### config.mk
export PLATFORM = sky130hd
export DESIGN_NAME = dff_async_load_ctrl
export DESIGN_NICKNAME = d
export VERILOG_FILES = /design/src/rtl/dff_async_load_ctrl.sv
export SDC_FILE = /design/constraint.sdc
export NUM_CORES = 1
export LEC_CHECK = 0
export ABC_AREA = 1
export BUFFER_PORTS_ARGS = -buffer_cell sky130_fd_sc_hd__buf_2
export CORE_MARGIN = 3
export CORE_UTILIZATION = 48
export CTS_BUF_LIST = sky130_fd_sc_hd__clkbuf_8
export CTS_CLUSTER_DIAMETER = 150
export DETAILED_ROUTE_END_ITERATION = 16
export GPL_TIMING_DRIVEN = 0
export HOLD_SLACK_MARGIN = 0.05
export PLACE_DENSITY = 0.77
export SLEW_MARGIN = 20
export SYNTH_ARGS = -nofsm -noshare
export SYNTH_HDL_FRONTEND = slang
export SYNTH_SLANG_ARGS = --single-unit
export TNS_END_PERCENT = 50
### constraint.sdc
create_clock -name clk -period 1.49 [get_ports clk]
set_input_delay 0 -clock clk [delete_from_list [all_inputs] [get_ports clk]]
set_output_delay 0 -clock clk [all_outputs]
set_load 0.005 [all_outputs]
### src/rtl/dff_async_load_ctrl.sv
// rtl/dff_async_load_ctrl.sv - sequences async PRE/CLR loads into a preset/clear flip-flop bank
// Holds the bank cleared in reset, then pulses PRE/CLR for PULSE_CYC and gates its clock through recovery.
module dff_async_load_ctrl #(
  parameter int WIDTH     = 8,
  parameter int PULSE_CYC = 3,
  parameter int RECOV_CYC = 2
) (
  input  logic             clk,
  input  logic             CLR,
  input  logic             start,
  input  logic [WIDTH-1:0] load_data,
  output logic [WIDTH-1:0] reg_pre,
  output logic [WIDTH-1:0] reg_clr,
  output logic             reg_clk_en,
  output logic             busy,
  output logic             done
);

  localparam int MAX_CYC = (PULSE_CYC > RECOV_CYC) ? PULSE_CYC : RECOV_CYC;
  localparam int CNT_W   = (MAX_CYC > 1) ? $clog2(MAX_CYC) : 1;

  typedef enum logic [1:0] {S_INIT, S_IDLE, S_ASSERT, S_RECOVER} state_t;

  state_t             state_q, state_d;
  logic [CNT_W-1:0]   cnt_q, cnt_d;
  logic [WIDTH-1:0]   pre_q, pre_d;
  logic [WIDTH-1:0]   clr_q, clr_d;
  logic               en_q, en_d;
  logic               busy_q, busy_d;
  logic               done_q, done_d;
  logic               cnt_zero;

  assign cnt_zero = (cnt_q == '0);

  always_ff @(posedge clk or posedge CLR) begin
    if (CLR) begin
      state_q <= S_INIT;
      cnt_q   <= CNT_W'(RECOV_CYC - 1);
      pre_q   <= '0;
      clr_q   <= '1;
      en_q    <= 1'b0;
      busy_q  <= 1'b0;
      done_q  <= 1'b0;
    end else begin
      state_q <= state_d;
      cnt_q   <= cnt_d;
      pre_q   <= pre_d;
      clr_q   <= clr_d;
      en_q    <= en_d;
      busy_q  <= busy_d;
      done_q  <= done_d;
    end
  end

  always_comb begin
    state_d = state_q;
    cnt_d   = cnt_q;
    case (state_q)
      S_INIT: begin
        if (cnt_zero) state_d = S_IDLE;
        else          cnt_d   = cnt_q - CNT_W'(1);
      end
      S_IDLE: begin
        if (start) begin
          state_d = S_ASSERT;
          cnt_d   = CNT_W'(PULSE_CYC - 1);
        end
      end
      S_ASSERT: begin
        if (cnt_zero) begin
          state_d = S_RECOVER;
          cnt_d   = CNT_W'(RECOV_CYC - 1);
        end else begin
          cnt_d = cnt_q - CNT_W'(1);
        end
      end
      S_RECOVER: begin
        if (cnt_zero) state_d = S_IDLE;
        else          cnt_d   = cnt_q - CNT_W'(1);
      end
      default: state_d = S_INIT;
    endcase
  end

  // Next values of the registered outputs; PRE/CLR hold themselves, so load_data is only sampled on acceptance.
  always_comb begin
    pre_d  = '0;
    clr_d  = '0;
    en_d   = 1'b0;
    busy_d = 1'b0;
    done_d = 1'b0;
    case (state_q)
      S_INIT: en_d = cnt_zero;
      S_IDLE: begin
        if (start) begin
          pre_d  = load_data;
          clr_d  = ~load_data;
          busy_d = 1'b1;
        end else begin
          en_d = 1'b1;
        end
      end
      S_ASSERT: begin
        busy_d = 1'b1;
        if (!cnt_zero) begin
          pre_d = pre_q;
          clr_d = clr_q;
        end
      end
      S_RECOVER: begin
        if (cnt_zero) begin
          en_d   = 1'b1;
          done_d = 1'b1;
        end else begin
          busy_d = 1'b1;
        end
      end
      default: ;
    endcase
  end

  assign reg_pre    = pre_q;
  assign reg_clr    = clr_q;
  assign reg_clk_en = en_q;
  assign busy       = busy_q;
  assign done       = done_q;

endmodule

# After elaboration in Yosys (flattened, before gate mapping)
# Index checks and enable logic that the tools add are counted.
totals:
  reg_bits: 23
  word_cells: 40
op_classes:
  addsub: 1
  n_eq_ne: 7
  muxes: 19
  bitwise: 1
  reduce_logical: 5
ops:
  columns: ["cell", "n"]
  rows:
  - ["case mux 8 bit (2 select lines)", 2]
  - ["two-way mux 8 bit", 3]
  - ["case mux 2 bit (3 select lines)", 2]
  - ["two-way mux 2 bit", 5]
  - ["NOT 8 bit", 1]
  - ["!= test 2 bit, second input constant", 3]
  - ["case mux 1 bit (3 select lines)", 2]
  - ["two-way mux 1 bit", 5]
  - ["equality test 2 bit, second input constant", 2]
  - ["zero test 2 bit", 2]
  - ["AND reduction 3 bit", 1]
  - ["equality test 2 x 1 -> 1 bit, second input constant", 1]
  - ["!= test 2 x 1 -> 1 bit, second input constant", 1]
  - ["AND reduction 2 bit", 1]
  - ["OR reduction 2 bit", 1]
  - ["subtractor 2 x 1 -> 2 bit, second input constant", 1]

# Logic depth before layout (Yosys ltp)
depth:
  word_depth: 4
  ltp_mapped: 8

# Least setup slack after synthesis
# Ideal clock, no wire load.
synth_timing:
  kind: "register to register"
  start: "reg cnt_q[0]"
  end: "reg clr_q[0], in the netlist reg_clr[0]"
  arrival_ns: 1.311
  required_ns: 1.421
  setup_slack_ns: 0.110
  path_stages_with_launch: 9
  n_path_buf: 1
  path_cell_list: "dfstp_2 > inv_1 > ha_1 > inv_1 > nand2_4 > inv_6 > buf_8 > nand2_1 > o21ai_2"
synth_between:
  elab_chain_len: 2
synth_rtl:
  columns: ["item", "line", "text"]
  rows:
  - ["start, declared", "25", "logic [CNT_W-1:0] cnt_q, cnt_d;"]
  - ["start signal, assigned", "38", "cnt_q <= CNT_W'(RECOV_CYC - 1);"]
  - ["start signal, assigned", "46", "cnt_q <= cnt_d;"]
  - ["zero test 2 bit", "33", "assign cnt_zero = (cnt_q == '0);"]
  - ["!= test 2 bit (no line)", null, null]
  - ["end signal, assigned", "48", "clr_q <= clr_d;"]
  - ["end, declared", "27", "logic [WIDTH-1:0] clr_q, clr_d;"]
# Every way passes these cells.
# A chain may end at the register's enable or synchronous reset.

# Final worst setup path
layout_timing:
  start: "reg cnt_q[0]"
  end: "reg pre_q[1], in the netlist reg_pre[1]"
layout_between:
  elab_chain_len: 2
layout_rtl:
  columns: ["item", "line", "text"]
  rows:
  - ["zero test 2 bit", "33", null]
  - ["!= test 2 bit (no line)", null, null]
  - ["end signal, assigned", "47", "pre_q <= pre_d;"]
  - ["end, declared", "26", "logic [WIDTH-1:0] pre_q, pre_d;"]
# Every way passes these cells.

==> results.py <==
metrics = {
    "timing": {
        "period_share_pct": 95.9,
        "fmax_mhz": 700,
        "hold_ws_ns": 0.0990,
        "slew-limit-headroom_pct": 43.9,
        "hold_violations": 0,
        "finalMaxSlewViolations": 0,
        "worst_pin_slew_ns": 0.841,
        "fin_skew_ns": 0.00319,
        "period_minus_slack_ns": 1.43,
        "setup_violations": 0,
    },
    "cells_and_area": {
        "nNetsFinal": 185,
        "seq_area_um2": 587,
        "drive_gt1_share_pct": 34.5,
        "diodes": 0,
        "fin_util_pct": 72.5,
        "final_common_cell": "nand2_1",
        "final_cell_mix": "nand2_1 (48), buf_2 (29), dfrtp_1 (14)",
        "fill_cells": 154,
        "stdcell_area_mm2": 0.00148,
        "syn_to_final_growth_pct": 36.9,
        "multi_input_area_um2": 435,
    },
    "clock_network": {
        "clk_latency_ns": 0.26,
        "clkTransAtPathRegs_ns": 0.08,
        "h-tree-depth": 1,
        "cts_tree": "done",
        "numCtsBuffers": 3,
        "cts_sinks": 23,
        "cts_buffer_depth": 2,
        "clock-root-buffer": "clkbuf_8",
    },
    "floorplan": {
        "rows": 16,
        "dieWidth_um": 53.5,
        "start_util_pct": 53.0,
        "fp.dieH_um": 53.5,
        "die-area_mm2": 0.00286,
        "coreArea_mm2": 0.00204,
        "top_level_ports": 30,
    },
    "pwr": {
        "p_per_area_mw_per_mm2": 1810,
        "leakage_nw": 0.821,
        "ir_worst_vdd_mv": 1.27,
    },
    "yosys": {
        "avgSynthCellArea_um2": 9.09,
        "syn_area_mm2": 0.00108,
        "seq_area_frac_synth_pct": 54.2,
        "synth_cells": 119,
        "syn-num-nets": 138,
        "synth_cell_types": 14,
        "ys_seq_elements": 23,
        "yosysWarnings": 0,
    },
    "setup_path": {
        "arrival_ns": 1.63,
        "critPathMaxStageDelay_ns": 0.55,
        "slowest_stage": "dfstp_2",
        "crit_top_cell": "nand2_1",
        "worstPathMaxFanout": 8,
        "cp-end-kind": "flop",
        "critPathLaunchType": "flop",
        "cp_cell_sequence": "inv_1, ha_2, inv_4, nand2_8, inv_8, clkbuf_16, nand2_1, nand2_1",
        "crit_type": "flop to flop",
        "required_ns": 1.69,
    },
    "routing": {
        "wirelength_um": 2350,
        "viasPerCell": 4.77,
        "first_pass_iters": 4,
        "drt-initial-drc-count": 26,
        "drc": 0,
        "drtAntennaViolNets": 0,
        "vias": 915,
        "drt-wirelength-per-cell_um": 12.2,
    },
    "placed_design": {
        "dpl_cell_area_mm2": 0.00126,
        "hpwl_um": 1590,
        "gp_congestion": 0.781,
        "io_buffers": 29,
    },
    "run": {
        "maxCapViolCount": 0,
    },
    "grt": {
        "grt_pass1_wl_um": 3590,
        "grt_use_total_pct": 17.6,
        "overflow": 0,
        "grt_max_degree": 24,
        "grt_antenna_before_repair": 0,
        "grt_pass1_vias": 880,
    },
    "outcome": {
        "status": "finished, final reports clean",
    },
    "min_path": {
        "hp-class": "input port to flop",
    },
}
logic make-up (layout without fill, tap and decap cells):
group,Yosys count,count (layout),share of synthesized area [%]
flip-flops,23,23,54.2
AND/OR/NAND/NOR,61,61,23.7
adder cells (fa/ha/maj),8,8,9.25
AO/OA/AOI/OAI,11,11,5.78
buffers and inverters,16,62,7.05
power breakdown:
group	switching (mW)	internal [mW]	leakage (nW)	total (mW)
logic	0.779	0.562	0.519	1.34
registers	0.111	0.862	0.277	0.973
clock network	0.188	0.186	0.0255	0.374
total	1.08	1.61	0.821	2.69
state kept, by name (all words and copies together), names as in the netlist:
register and cells:
reg_clr 8, done 1, busy 1, state_q 2, reg_clk_en 1, reg_pre 8, cnt_q 2
layout make-up:
class	count	area share, %
buffer	1	1.01
inverter	15	4.65
multi-input combinational	80	29.4
clock inverter	1	0.338
sequential	23	39.6
timing repair buffer	42	19.9
clock buffer	3	2.79
tap	27	2.28
repair_timing:
| item | 4_1_cts | 5_1_grt |
|---|---|---|
| setup endpoints to repair | 10 | 16 |
| setup buffers | 2 | 1 |
| gates resized for setup | 1 | 8 |
| endpoints found under the hold margin | 30 | 0 |
| cloned | 0 | 1 |
| hold buffers | 9 | 0 |
Yosys cell counts:
| master | count | area (um2) |
|---|---|---|
| inv_2 | 1 | 3.75 |
| nand2_1 | 48 | 180 |
| inv_1 | 13 | 48.8 |
| ha_1 | 8 | 100 |
| nand3_1 | 10 | 50.1 |
| nor2_1 | 1 | 3.75 |
| dfrtp_1 | 14 | 350 |
| inv_6 | 1 | 8.76 |
| nand2_4 | 2 | 22.5 |
| o21ai_0 | 6 | 30.0 |
| buf_8 | 1 | 15.0 |
| dfstp_2 | 9 | 236 |
| a21oi_1 | 3 | 15.0 |
| o21ai_2 | 2 | 17.5 |
through the flow:
step           setup WS (ns)  power (mW)  setup TNS [ns]  std cells
6_report              0.0606        2.69               0        192
5_1_grt              -0.0111        2.93         -0.0346        192
4_1_cts              0.00882        2.53               0        190
3_5_place_dp         -0.0268        2.08          -0.140        175
3_3_place_gp        -0.00341        2.03        -0.00635        175
2_1_floorplan          0.110        1.75               0        119
layer usage:
metal  routed length (um)  part of all wire (%)  GRT usage, %  vias to the layer above
li1                     -                     -             -                      460
met1                 1040                    44          19.7                      430
met2                 1190                    51          32.9                       23
met3                   93                   4.0          2.54                        2
met4                   25                   1.1          6.81                        0
met5                    0                     0             0                        -
worst paths after layout:
path / end / slack, ns / start / depth (start not counted)
max: reg_pre[1] / 0.06 / cnt_q[0] / 8
min: busy / 0.1 / start / 3
max reg2reg: reg_pre[1] / 0.06 / cnt_q[0] / 8
min reg2reg: reg_pre[6] / 0.48 / reg_pre[6] / 2
max in group asynchronous: reg_pre[1] / 0.52 / CLR / 3
min in group asynchronous: reg_pre[6] / 0.45 / CLR / 3
critical path, delay by kind of cell, from the launching register on:
kind	cells	cell delay (ns)
DFF	1	0.55
buffers and inverters	4	0.40
and+or+nand+nor	3	0.20
adders and majority gates	1	0.22
No activity file was read; power rests on OpenSTA's default activity.
